$ cat src/rtl/pwm_dbuf_pkg.sv
// Shared definitions for the double-buffered PWM core: slot register
// addresses, CTRL bit positions and the duty-register address helper.
package pwm_dbuf_pkg;

    typedef logic [31:0] word_t;

    localparam logic [4:0] ADDR_DVSR      = 5'd0;
    localparam logic [4:0] ADDR_CTRL      = 5'd1;
    localparam logic [4:0] ADDR_PCNT      = 5'd2;
    localparam logic [4:0] ADDR_POL       = 5'd3;
    localparam logic [4:0] ADDR_DUTY_BASE = 5'h10;

    localparam int unsigned EN_BIT = 0;

    // Word address of the duty shadow register for channel idx.
    function automatic logic [4:0] duty_addr(input int unsigned idx);
        return ADDR_DUTY_BASE + 5'(idx);
    endfunction

endpackage

$ cat src/rtl/pwm_timebase.sv
// Prescaler and R-bit period counter shared by all PWM channels.
// tick marks the prescaler terminal count; boundary marks the last tick
// of a PWM period. Both counters are held at zero while en is low.
module pwm_timebase #(
    parameter int unsigned R = 10
) (
    input  logic         clk,
    input  logic         reset,
    input  logic         en,
    input  logic [31:0]  dvsr,
    output logic [R-1:0] d,
    output logic         tick,
    output logic         boundary
);

    logic [31:0] q;

    // Equality only: a DVSR below the running q lets q wrap through 2^32.
    assign tick     = en && (q == dvsr);
    assign boundary = tick && (d == '1);

    // Prescaler and period counter advance; cleared on reset or disable.
    always_ff @(posedge clk) begin
        if (reset || !en) begin
            q <= '0;
            d <= '0;
        end else begin
            q <= tick ? '0 : q + 32'd1;
            if (tick) begin
                d <= d + R'(1);
            end
        end
    end

endmodule

$ cat src/rtl/pwm_dbuf_core.sv
// Multi-channel PWM slot with double-buffered duty registers.
// Duty writes land in a shadow register and are copied to the active
// compare value only at a period boundary (or continuously while disabled).
// Optional feature macro: PWM_POLARITY_EN adds a per-channel output
// polarity register at address 3 that also sets the idle level.
module pwm_dbuf_core
    import pwm_dbuf_pkg::*;
#(
    parameter int unsigned W = 8,
    parameter int unsigned R = 10
) (
    input  logic         clk,
    input  logic         reset,
    input  logic         cs,
    input  logic         read,
    input  logic         write,
    input  logic [4:0]   addr,
    input  logic [31:0]  wr_data,
    output logic [31:0]  rd_data,
    output logic [W-1:0] pwm
);

    logic         wr_en;
    logic [31:0]  dvsr;
    logic         en;
    logic [31:0]  pcnt;
    logic [R:0]   shadow [W];
    logic [R:0]   active [W];
    logic [W-1:0] pol;
    logic [R-1:0] d;
    logic         tick;
    logic         boundary;

    // Reads are a pure address mux, so the read strobe carries no state.
    logic unused_read;
    assign unused_read = read;

    assign wr_en = cs && write;

    pwm_timebase #(
        .R(R)
    ) u_timebase (
        .clk      (clk),
        .reset    (reset),
        .en       (en),
        .dvsr     (dvsr),
        .d        (d),
        .tick     (tick),
        .boundary (boundary)
    );

    // Slot register file: prescaler, control, period count, duty shadows.
    always_ff @(posedge clk) begin
        if (reset) begin
            dvsr <= '0;
            en   <= 1'b0;
            pcnt <= '0;
            for (int unsigned i = 0; i < W; i++) begin
                shadow[i] <= '0;
            end
        end else begin
            if (wr_en && addr == ADDR_DVSR) begin
                dvsr <= wr_data;
            end
            if (wr_en && addr == ADDR_CTRL) begin
                en <= wr_data[EN_BIT];
            end
            if (wr_en && addr == ADDR_PCNT) begin
                pcnt <= '0;
            end else if (boundary) begin
                pcnt <= pcnt + 32'd1;
            end
            for (int unsigned i = 0; i < W; i++) begin
                if (wr_en && addr == duty_addr(i)) begin
                    shadow[i] <= wr_data[R:0];
                end
            end
        end
    end

`ifdef PWM_POLARITY_EN
    // Output polarity; takes effect on the next edge, not double-buffered.
    always_ff @(posedge clk) begin
        if (reset) begin
            pol <= '0;
        end else if (wr_en && addr == ADDR_POL) begin
            pol <= wr_data[W-1:0];
        end
    end
`else
    assign pol = '0;
`endif

    // Active duty follows the shadow while idle, otherwise only at boundaries.
    always_ff @(posedge clk) begin
        if (reset) begin
            for (int unsigned i = 0; i < W; i++) begin
                active[i] <= '0;
            end
        end else if (!en || boundary) begin
            for (int unsigned i = 0; i < W; i++) begin
                active[i] <= shadow[i];
            end
        end
    end

    // Registered compare; the R+1-bit duty makes 2^R a constant-high level.
    always_ff @(posedge clk) begin
        if (reset) begin
            pwm <= '0;
        end else begin
            for (int unsigned i = 0; i < W; i++) begin
                pwm[i] <= en ? (({1'b0, d} < active[i]) ^ pol[i]) : pol[i];
            end
        end
    end

    // Combinational read mux; unmapped addresses read zero.
    always_comb begin
        rd_data = '0;
        case (addr)
            ADDR_DVSR: rd_data = dvsr;
            ADDR_CTRL: rd_data[EN_BIT] = en;
            ADDR_PCNT: rd_data = pcnt;
`ifdef PWM_POLARITY_EN
            ADDR_POL:  rd_data[W-1:0] = pol;
`endif
            default: begin
                for (int unsigned i = 0; i < W; i++) begin
                    if (addr == duty_addr(i)) begin
                        rd_data[R:0] = shadow[i];
                    end
                end
            end
        endcase
    end

endmodule

$ cat config.mk
export PLATFORM = sky130hd
export DESIGN_NAME = pwm_dbuf_core
export DESIGN_NICKNAME = d
export VERILOG_FILES = /design/src/rtl/pwm_dbuf_pkg.sv /design/src/rtl/pwm_timebase.sv /design/src/rtl/pwm_dbuf_core.sv
export SDC_FILE = /design/constraint.sdc
export NUM_CORES = 1
export LEC_CHECK = 0
export ABC_AREA = 1
export BUFFER_PORTS_ARGS = -buffer_cell sky130_fd_sc_hd__buf_2
export CAP_MARGIN = 25
export CORE_ASPECT_RATIO = 0.8
export CORE_MARGIN = 2
export CORE_UTILIZATION = 39
export CTS_CLUSTER_SIZE = 25
export DETAILED_ROUTE_END_ITERATION = 10
export PLACE_DENSITY = 0.56
export RECOVER_POWER = 50
export SLEW_MARGIN = 30
export SYNTH_ARGS = -nofsm -noshare
export SYNTH_HDL_FRONTEND = slang
export SYNTH_SLANG_ARGS = --single-unit
$ cat constraint.sdc
create_clock -name clk -period 8.55 [get_ports clk]
set_clock_uncertainty 0.15 [all_clocks]
set_input_delay 0.855 -clock clk [delete_from_list [all_inputs] [get_ports clk]]
set_output_delay 0.855 -clock clk [all_outputs]
set_load 0.005 [all_outputs]
After elaboration in Yosys (flattened, before gate mapping)

Memory sizes are Yosys's and may differ from the RTL's.
Index checks and enable logic that the tools add are counted.

Flip-flop bits (word level): 115
Latch bits: 0
Memory bits (writable): 176
Memory bits (read-only): 0
Input port bits: 42
Output and inout port bits: 40
Word-level logic and storage cells: 125
Memories: 2

Memory list:

| memory | words | width | read ports | clocked after memory_dff | wr ports | line                | RTL |
|---|---|---|---|---|---|---|---|
| active | 8     | 11    | 8          | 0                        | 8        | pwm_dbuf_core.sv:28 | `logic [R:0] active [W];` |
| shadow | 8     | 11    | 8          | 0                        | 8        | pwm_dbuf_core.sv:27 | `logic [R:0] shadow [W];` |

$add $sub $neg: 3
Multipliers: 0
Div/mod/pow operators: 0
Order comparisons: 8
Equal/unequal tests: 12
Shift operators: 0
Muxes and demuxes: 56
Bitwise operators: 17
Reduce and logical (&&, ||, !) cells: 21

Operators by type and width:

| kind                  | count |
|---|---|
| $mux 11               | 24 |
| $lt 10x11->1          | 8 |
| $add 32x1->32 const B | 2 |
| $pmux 21 s2           | 1 |
| $eq 5x5->1 const B    | 8 |
| $eq 32x32->1          | 1 |
| $pmux 10 s3           | 1 |
| $mux 1                | 29 |
| $or 1x1->1            | 16 |
| $logic_and 1x1->1     | 14 |
| $add 10x1->10 const B | 1 |
| $eq 10x10->1 const B  | 1 |
| $reduce_or 2->1       | 3 |
| $eq 5x1->1 const B    | 1 |
| $eq 5x2->1 const B    | 1 |
| $logic_not 5->1       | 1 |
| $pmux 1 s3            | 1 |
| $logic_or 1x1->1      | 2 |
| $logic_not 1->1       | 1 |
| $not 1->1             | 1 |

Depth between registers and ports, before layout

Gate-level depths: netlist (run 1).

Depth in word-level cells: 10
Depth in mapped cells: 14
Mapped depth without buffers: 12

By module

Synthesis (run 1) repeated with hierarchy kept, for this count alone.

Cells, all modules: 2,005
Area total of the unflattened synthesis: 15,737.6 um^2

Modules (own cells, without submodules):

| module        | times used | cells each | area an instance (um^2) | sequential area each (um^2) |
|---|---|---|---|---|
| pwm_dbuf_core | 1          | 1,461      | 12,593.3                | 6,746.5 |
| pwm_timebase  | 1          | 544        | 3,144.3                 | 840.8 |

Least setup slack after synthesis (run 1)

No wires, ideal clock.

Path type: flip-flop to flip-flop
Start: reg u_timebase.d[1]
End: mem active[0][0] (netlist name), enable pin
Library setup time: 449 ps
Data arrival time: 3,283 ps
Required time: 7,951 ps
Slack: 4,668 ps
Cell stages (with the launch flop): 6
Path buffers: 0
Clock period less this slack: 3,882 ps
Cell sequence: dfxtp_1 -> ha_1 -> nand4_1 -> nor4_4 -> nand3_2 -> nand2_1

RTL lines:

| element                | line                | RTL |
|---|---|---|
| from (decl)            | pwm_timebase.sv:11  | `output logic [R-1:0] d,` |
| from (signal assigned) | pwm_timebase.sv:30  | `d <= d + R'(1);` |
| to (decl)              | pwm_dbuf_core.sv:28 |  |

Worst setup path in the final report (run 1)

Start: in addr[3]
End: out rd_data[5]

Cells in the longest elaborated chain, start to end: 10
Elaborated cells on any way between the ends: 20
Classes of those cells: eq/ne: 10; mux: 9; reduce/logical: 1

RTL lines:

| element               | line                 | RTL |
|---|---|---|
| from (decl)           | pwm_dbuf_core.sv:17  | `input logic [4:0] addr,` |
| $eq 5x5->1            | pwm_dbuf_core.sv:130 | `if (addr == duty_addr(i)) begin` |
| $mux 11 (8 in series) | pwm_dbuf_core.sv:130 |  |
| $pmux 10 s3 *         | pwm_dbuf_core.sv:121 | `case (addr)` |
| to (decl)             | pwm_dbuf_core.sv:19  | `output logic [31:0] rd_data,` |

Every way passes the cells marked *; elsewhere a longest branch is shown, timed or not.

==> results of run 1 <==
cell families (layout without fill, tap and decap cells):
kind of cell,count (synthesis),count (layout),synth area share
xor+xnor,31,31,0.01742
fa+ha+maj,75,75,0.06020
buf+inv,383,474,0.09527
simple gates,969,969,0.2558
flops,291,291,0.4867
compound gates,246,246,0.08460
area by class of cell:
type / count / share of cell area
sequential: 291 / 0.4330
timing repair buffer: 88 / 0.02549
inverter: 323 / 0.06920
clock inverter: 8 / 0.002499
tap: 536 / 0.03828
multi-input combinational: 1321 / 0.3736
clock buffer: 55 / 0.05784
sequential cells by signal, summed over array words and instances, names as in the netlist:
register,count
active,88
u_timebase.d,10
dvsr,32
pcnt,32
shadow,88
pwm,8
en,1
u_timebase.q,32
final timing paths:
| check | startpoint | to | slack [ns] | depth (start not counted) |
|---|---|---|---|---|
| worst min register to register | pcnt[31] | pcnt[31] | 0.34 | 2 |
| worst max register to register | u_timebase.d[1] | active[0][4] | 5.25 | 9 |
| worst min-delay path | pcnt[31] | pcnt[31] | 0.34 | 2 |
| worst max-delay path | addr[3] | rd_data[5] | 4.29 | 8 |
synth_stat cells, types with 13 or more instances:
master / number / area [um^2]
a21oi_1: 139 / 695.7
clkbuf_1: 46 / 172.7
dfxtp_1: 115 / 2302
edfxtp_1: 176 / 5285
ha_1: 75 / 938.4
inv_1: 317 / 1190
nand2_1: 478 / 1794
nand3_1: 67 / 335.3
nand4_1: 52 / 325.3
nor2_1: 319 / 1197
nor2_2: 13 / 81.33
nor3_1: 25 / 125.1
o21ai_0: 59 / 295.3
o22ai_1: 30 / 187.7
xor2_1: 25 / 219.0
power by group through the flow:
stage               combinational, uW  clock (uW)  sequential [uW]
floorplan                         114           0             1580
global placement                  176           0             1600
detailed placement                180           0             1600
CTS                               180        1430             1570
global route                      204        1490             1570
finish                            181        1410             1570
worst max-delay path, delay by kind of cell:
family,cells,cell delay [ns]
AOI/OAI and AO/OA,1,0.28
buffers and inverters,3,0.81
and+or+nand+nor,4,1.30
per-stage QoR:
stage | area (um^2) | power (uW) | setup slack (ns) | hold slack, ns | utilization
finish | 17520 | 3156 | 4.287 | 0.3396 | 0.4442
global route | 17520 | 3266 | 3.987 | 0.3669 | 0.4442
CTS | 17540 | 3179 | 4.267 | 0.3353 | 0.4446
detailed placement | 16480 | 1778 | 4.262 | 0.3260 | 0.4178
global placement | 16460 | 1774 | 3.923 | 0.3131 | 0.4174
floorplan | 15590 | 1696 | 4.668 | 0.2909 | -
metal layers:
layer,global-route usage,up-vias,routed length (um)
li1,-,6582,-
met1,0.3731,6090,23820
met2,0.2998,442,17530
met3,0.03508,83,3939
met4,0.07660,0,1459
met5,0,-,0
==> flow_summary.json, run 1 <==
{
  "status": "finished with violations",
  "violations": "capacitance limit, slew limit",
  "fillers": 3958,
  "grt_max_degree": 89,
  "grtUsageTotal": 0.2290,
  "grt.overflow.total": 0,
  "dp_hpwl_um": 34690,
  "drc": 0,
  "root_buffer": "clkbuf_16",
  "mappedNetlistArea_um2": 15590,
  "postRouteWirelength_um": 46750,
  "cp-start-kind": "primary input",
  "diodes": 0,
  "seq_area_um2": 7587,
  "cts_tree": "yes",
  "dieArea_um2": 41600,
  "relSlewSlack": -0.3211,
  "placement.io_buffers": 80,
  "cts.sinks": 291,
  "drtIter0Drc": 1231,
  "drv_slew": 79,
  "p_sw_frac": 0.2379,
  "setup_viol": 0,
  "power.switching_uw": 750.8,
  "drt-pass1-iter-count": 6,
  "placementRows": 65,
  "yosys_warnings": 0,
  "ys_types": 30,
  "final.setup.tns_ns": 0,
  "p_seq_frac": 0.498,
  "rsz0062_at_grt": "no",
  "worstPathCellList": "buf_2 > nor2_1 > nand2_1 > nor2_1 > inv_1 > o22ai_1 > nand3b_1 > buf_2",
  "post_cts_buffers": 0,
  "powerDensity_nw_per_um2": 180.2,
  "period_share": 0.4986,
  "slowest_stage": "nor2_1",
  "final_cells": 2622,
  "p_leak_uw": 0.007252,
  "chipHeight_um": 182.8,
  "fmax_mhz": 234.6,
  "synth_fp_nets": 2112,
  "num_vias": 13200,
  "placed_cells": 2559,
  "synth_top_flop_cell": "edfxtp_1",
  "cp_data_required_time_ns": 7.55,
  "critPathMaxFanout": 21,
  "syn_avg_cell_area_um2": 7.814,
  "synthCells": 1995,
  "multi_input_area_um2": 6546,
  "coreArea_um2": 39440,
  "ir_drop_mv": 0.09792,
  "critPathMaxStageDelay_ns": 0.67,
  "antenna_found_initial": 0,
  "drive_gt1_frac": 0.07335,
  "yosysSeqAreaShare": 0.4867,
  "crit_type": "primary input to output pin",
  "syn_to_final_growth_pct": 12.39,
  "cts_hold_buf": 0,
  "grt_pass1_vias": 12240,
  "gp_congestion": 0.9389,
  "start_util": 0.3952,
  "grt_pass1_wl_um": 71840,
  "synth_edf_count": 176,
  "drt-wirelength-per-cell_um": 17.83,
  "final_cell_mix": "nand2_1 (476), inv_1 (317), nor2_1 (316)",
  "final_common_cell": "nand2_1",
  "arrival_ns": 3.26,
  "cts_buffers": 35,
  "hp-class": "register to register",
  "comb_power_share": 0.057,
  "intPower_uw": 2406,
  "dieWidth_um": 227.5,
  "max-cap-violations": 2,
  "synth-seq-cells": 291,
  "endpoint_kind": "output pin",
  "finalHoldViolCount": 0,
  "viasPerCell": 5.033,
  "async_flop_share": 0,
  "ant_nets": 0,
  "clk_pin_slew_ns": 0.06,
  "finalNetCount": 2177,
  "clockPowerShare": 0.445,
  "worst_pin_slew_ns": 1.982,
  "clk_latency_ns": 0.53,
  "postCtsResizedCells": 0,
  "htree_levels": 2,
  "clk_path_buf_depth": 3,
  "min_period_ns": 4.263,
  "pin_count": 82
}
No activity file was read; power rests on OpenSTA's default activity.
==> run 2: changes to the inputs <==
- clock period: 8.55 -> 4 ns (I/O delays scaled with it)
==> run 2 against run 1 <==
The flow still finishes with violations (capacitance limit, slew limit); routed wire length increased by 1.5%; largest cell class unchanged; sequential share of layout area decreased by 1.1 points; combinational power increased by 130%; clock power increased by 120%; die area unchanged; critical path type is now register to register; cell count increased by 1.6%; utilization increased by 1.1 points; design area increased by 2.5%; critical endpoint is now active[0][38]; non-clock buffer count increased by 48.
==> flow_summary.json, run 2 (synthesis gave the netlist of run 1 again) <==
{
  "cp-start-kind": "register",
  "arrival_ns": 3.33,
  "postRouteWirelength_um": 47470,
  "critPathMaxFanout": 40,
  "relSlewSlack": -0.2903,
  "chipHeight_um": 182.8,
  "largestRegisters": "active: 88 flops, shadow: 88 flops",
  "root_buffer": "clkbuf_16",
  "endpoint_kind": "register",
  "worst_pin_slew_ns": 1.936,
  "dieArea_um2": 41600,
  "grt_max_degree": 89,
  "placement.io_buffers": 80,
  "grtUsageTotal": 0.2316,
  "postCtsResizedCells": 0,
  "hp-class": "primary input to register",
  "dieWidth_um": 227.5,
  "drive_gt1_frac": 0.08036,
  "grt_pass1_vias": 12140,
  "num_vias": 13340,
  "drtIter0Drc": 1444,
  "drv_slew": 77,
  "grt_pass1_wl_um": 72680,
  "drt-pass1-iter-count": 5,
  "rsz0062_at_grt": "no",
  "cp_data_required_time_ns": 4.27,
  "gp_congestion": 0.8977,
  "drc": 0,
  "violations": "capacitance limit, slew limit",
  "diodes": 0,
  "setup_viol": 0,
  "status": "finished with violations",
  "crit_type": "register to register",
  "post_cts_buffers": 0,
  "ir_drop_mv": 0.2889,
  "powerDensity_nw_per_um2": 380.3,
  "finalNetCount": 2221,
  "max-cap-violations": 2,
  "viasPerCell": 5.006,
  "post-place-ws_ns": 1.092,
  "grt.overflow.total": 0,
  "min_period_ns": 3.067,
  "pin_count": 82,
  "htree_levels": 1,
  "syn_to_final_growth_pct": 15.23,
  "final.setup.tns_ns": 0,
  "clk_latency_ns": 0.57,
  "clk_pin_slew_ns": 0.06,
  "cts_buffers": 31,
  "placementRows": 65,
  "start_util": 0.3952,
  "holdWs_ns": 0.02178,
  "timing.final.ws_setup_ns": 0.9326,
  "cts_tree": "yes",
  "clk_path_buf_depth": 3,
  "final_common_cell": "nand2_1",
  "coreArea_um2": 39440,
  "fmax_mhz": 326.0,
  "fillers": 4011,
  "dp_hpwl_um": 35910,
  "finalHoldViolCount": 0,
  "period_share": 0.7668,
  "antenna_found_initial": 0,
  "cts_hold_buf": 29,
  "p_leak_uw": 0.007477,
  "drt-wirelength-per-cell_um": 17.82,
  "cts.sinks": 291,
  "final_cell_mix": "nand2_1 (476), nor2_1 (319), inv_1 (317)",
  "ant_nets": 0
}
run 2: cell count changes in the layout (fill, tap and decap cells not counted), sizes merged:
cell / before / now
dlygate4sd3: 0 / 29
buf: 81 / 96
clkbuf: 62 / 50
bufinv: 0 / 6
clkinv: 6 / 11
inv: 325 / 323
clkinvlp: 0 / 1
run 2: final cells by class:
cell class              instances  area [um^2]  area share
flip-flops and latches        291         7587      0.4224
well taps                     536        670.6     0.03734
repair buffers                136        882.1     0.04911
multi-input cells            1321         6530      0.3635
inverters                     323         1212     0.06750
clock buffers                  39        835.8     0.04653
clock inverters                18        244.0     0.01358
run 2: critical path, cell delays in order (launching register included):
cell	delay [ns]
dfxtp_1	0.47
inv_1	0.17
nand2_1	0.09
nand2_1	0.06
nor2_1	0.09
nand2_1	0.07
nor2_1	0.09
nand2_1	0.08
nor2_1	0.32
nand3_2	0.18
nand2_1	0.13
nand2_2	0.43
buf_4	0.43
nor2_1	0.14
run 2: final timing paths:
check,startpoint,endpoint,slack (ns),cells past startpoint
max reg2reg,u_timebase.q[30],active[0][38],0.93,13
min reg2reg,u_timebase.q[12],u_timebase.q[12],0.34,2
min,wr_data[13],dvsr[13],0.02,3
max,u_timebase.q[30],active[0][38],0.93,13
run 2: layer usage:
layer	track usage	share of wire	vias to the layer above
met4	0.05882	0.028	0
met5	0	0	-
met3	0.03412	0.067	67
met2	0.2961	0.37	416
met1	0.3912	0.53	6206
li1	-	-	6646
run 2: through the flow:
stage	cell area (um^2)	std cells	util	power (uW)
after floorplan	15590	1995	-	3625
after global routing	17960	2664	0.4554	7057
after detailed placement	16620	2578	0.4213	3808
after global placement	16620	2578	0.4213	3801
after CTS	17990	2664	0.4561	6884
final	17960	2664	0.4554	6832
run 2: power by group:
part,internal [uW],switching (uW)
sequential,3290,64.0
clock,1860,1200
combinational,124,292
total,5270,1560
==> run 3: changes to the inputs <==
- ABC_AREA: 1 -> 0
- clock period: 4 -> 3.1 ns (I/O delays scaled with it)
==> run 3 against run 2 <==
The flow still finishes with violations (capacitance limit, slew limit); worst hold slack improved by 0.30 ns; register-to-register slack got worse by 0.73 ns; highest routed layer is now met5; global-route usage decreased by 0.86 points; die area decreased by 0.95%; synthesized area decreased by 0.96%; count of clock-buffer cells in the layout increased by 12.
==> flow_summary.json, run 3 <==
{
  "drt-pass1-iter-count": 6,
  "final_cell_mix": "edfxtp_1 (176), nand2_1 (151), nand2b_1 (136)",
  "grtUsageTotal": 0.2230,
  "yosys.area_share.simple": 0.2095,
  "syn_avg_cell_area_um2": 10.07,
  "antenna_found_initial": 2,
  "viasPerCell": 5.391,
  "rr_worst_depth": 7,
  "placementRows": 65,
  "hold_depth": 1,
  "synth_compound_area_frac": 0.1137,
  "synth_mux_area_frac": 0.04417,
  "netlist.area_leader.share": 0.3423,
  "start_util": 0.3938,
  "ant_nets": 0,
  "htree_levels": 2,
  "cts_buffers": 34,
  "synth.top_cells.by_area": "edfxtp_1 (34%), dfxtp_1 (15%), ha_1 (6.1%), nand2b_1 (5.5%), mux2i_1 (3.8%)",
  "fmax_mhz": 325.2,
  "dieWidth_um": 226.4,
  "cts.sinks": 291,
  "drt-wirelength-per-cell_um": 20.68,
  "synth_top_flop_cell": "edfxtp_1",
  "arrival_ns": 2.62,
  "synth_fa_ha_area_frac": 0.06078,
  "rsz0062_at_grt": "no",
  "async_flop_share": 0,
  "route.met2.wl_um": 18990,
  "drive_gt1_frac": 0.1484,
  "routed.top_layer": "met5",
  "synth-xor-area-share": 0.03120,
  "ys_types": 52,
  "hp-class": "register to register",
  "relSlewSlack": -0.1179,
  "synth_top_family_by_area": "simple AND/OR/NAND/NOR gates",
  "root_buffer": "clkbuf_16",
  "powerDensity_nw_per_um2": 501.4,
  "finalHoldViolCount": 0,
  "coreArea_um2": 39200,
  "cp_data_required_time_ns": 2.64,
  "grt_max_degree": 79,
  "num_vias": 11900,
  "wl_met3_um": 3707,
  "holdWs_ns": 0.3250,
  "worst_pin_slew_ns": 1.677,
  "grt_pass1_wl_um": 69050,
  "dp_hpwl_um": 31550,
  "power.total_uw": 9083,
  "endpoint_kind": "output pin",
  "syn_to_final_growth_pct": 17.34,
  "cp-start-kind": "register",
  "synth.most_common_cell": "edfxtp_1",
  "synth_top_area_cell": "edfxtp_1",
  "mappedNetlistArea_um2": 15440,
  "max-cap-violations": 1,
  "placed_cells": 2114,
  "p_leak_uw": 0.006958,
  "grt.overflow.total": 0,
  "chipHeight_um": 182.0,
  "synth_commonest_cells": "edfxtp_1 (176), nand2_1 (152), nand2b_1 (136)",
  "drtIter0Drc": 1116,
  "critPathMaxFanout": 2,
  "final_cells": 2208,
  "postRouteWirelength_um": 45660,
  "synth_edf_count": 176,
  "clk_path_buf_depth": 3,
  "period_share": 0.9920,
  "final_common_cell": "edfxtp_1",
  "synthCells": 1533,
  "drc": 0,
  "final.setup.tns_ns": 0,
  "synth-seq-cells": 291,
  "clk_latency_ns": 0.52,
  "cts_tree": "yes",
  "setup_viol": 0,
  "clk_pin_slew_ns": 0.06,
  "status": "finished with violations",
  "min_period_ns": 3.075,
  "crit_type": "register to output pin",
  "pin_count": 82,
  "postCtsResizedCells": 0,
  "wl_met1_um": 21690,
  "dieArea_um2": 41200,
  "finalNetCount": 1763,
  "yosysSeqAreaShare": 0.4914,
  "placement.io_buffers": 80,
  "synth_fp_nets": 1650,
  "fin_util": 0.4621,
  "ir_drop_mv": 0.3792,
  "grt_pass1_vias": 11170,
  "drv_slew": 79,
  "yosys_warnings": 0,
  "fillers": 3676,
  "violations": "capacitance limit, slew limit",
  "largestRegisters": "active: 88 flops, shadow: 88 flops",
  "gp_congestion": 0.8558
}
run 3: timing repair:
item | in CTS | in global routing
hold endpoints to repair | 33 | 0
setup buffers | 0 | 0
hold buffers | 32 | 0
endpoints found under the setup margin | 0 | 0
run 3: layer usage:
metal | global-route usage | vias up
li1 | - | 5686
met1 | 0.3382 | 5749
met2 | 0.3135 | 388
met3 | 0.04838 | 77
met4 | 0.06553 | 4
met5 | 0.01195 | -
run 3: through the flow:
stage / instance area, um^2 / setup slack (ns)
floorplan: 15450 / 0.08651
global placement: 16690 / 0.2777
detailed placement: 16690 / 0.2524
CTS: 18170 / 0.1466
global route: 18110 / 0.01577
finish: 18110 / 0.02484
run 3: final timing paths:
| path | startpoint | end | slack (ns) |
|---|---|---|---|
| min reg2reg | u_timebase.q[0] | u_timebase.q[0] | 0.32 |
| min | u_timebase.q[0] | u_timebase.q[0] | 0.32 |
| max reg2reg | u_timebase.q[26] | active[0][35] | 0.20 |
| max | shadow[0][41] | rd_data[8] | 0.02 |
run 3: worst max-delay path: stages, from the launching register on:
cell and delay [ns]:
edfxtp_1 0.43, mux2_2 0.29, a22o_1 0.23, a222oi_1 0.51, o221ai_1 0.40, buf_2 0.24
run 3: report_power, final:
part           switching [uW]  internal [uW]  leakage [uW]
logic                     340            219       0.00361
clock network            1610           2590      0.000566
registers                79.5           4250       0.00279
total                    2030           7050       0.00696
run 3: cell type report:
type | count | area (um^2) | area share
Timing Repair Buffer | 174 | 1216 | 0.06714
Antenna cell | 1 | 2.502 | 0.0001381
Clock inverter | 10 | 151.4 | 0.008357
Inverter | 91 | 341.6 | 0.01886
Sequential cell | 291 | 7589 | 0.4189
Tap cell | 536 | 670.6 | 0.03702
Clock buffer | 51 | 1008 | 0.05567
Multi-Input combinational cell | 1054 | 7136 | 0.3939
run 3: logic make-up after synthesis:
| group | after synthesis |
|---|---|
| buf+inv | 188 |
| xor+xnor | 55 |
| mux | 64 |
| flops | 291 |
| fa+ha+maj | 75 |
| simple gates | 608 |
| compound gates | 252 |
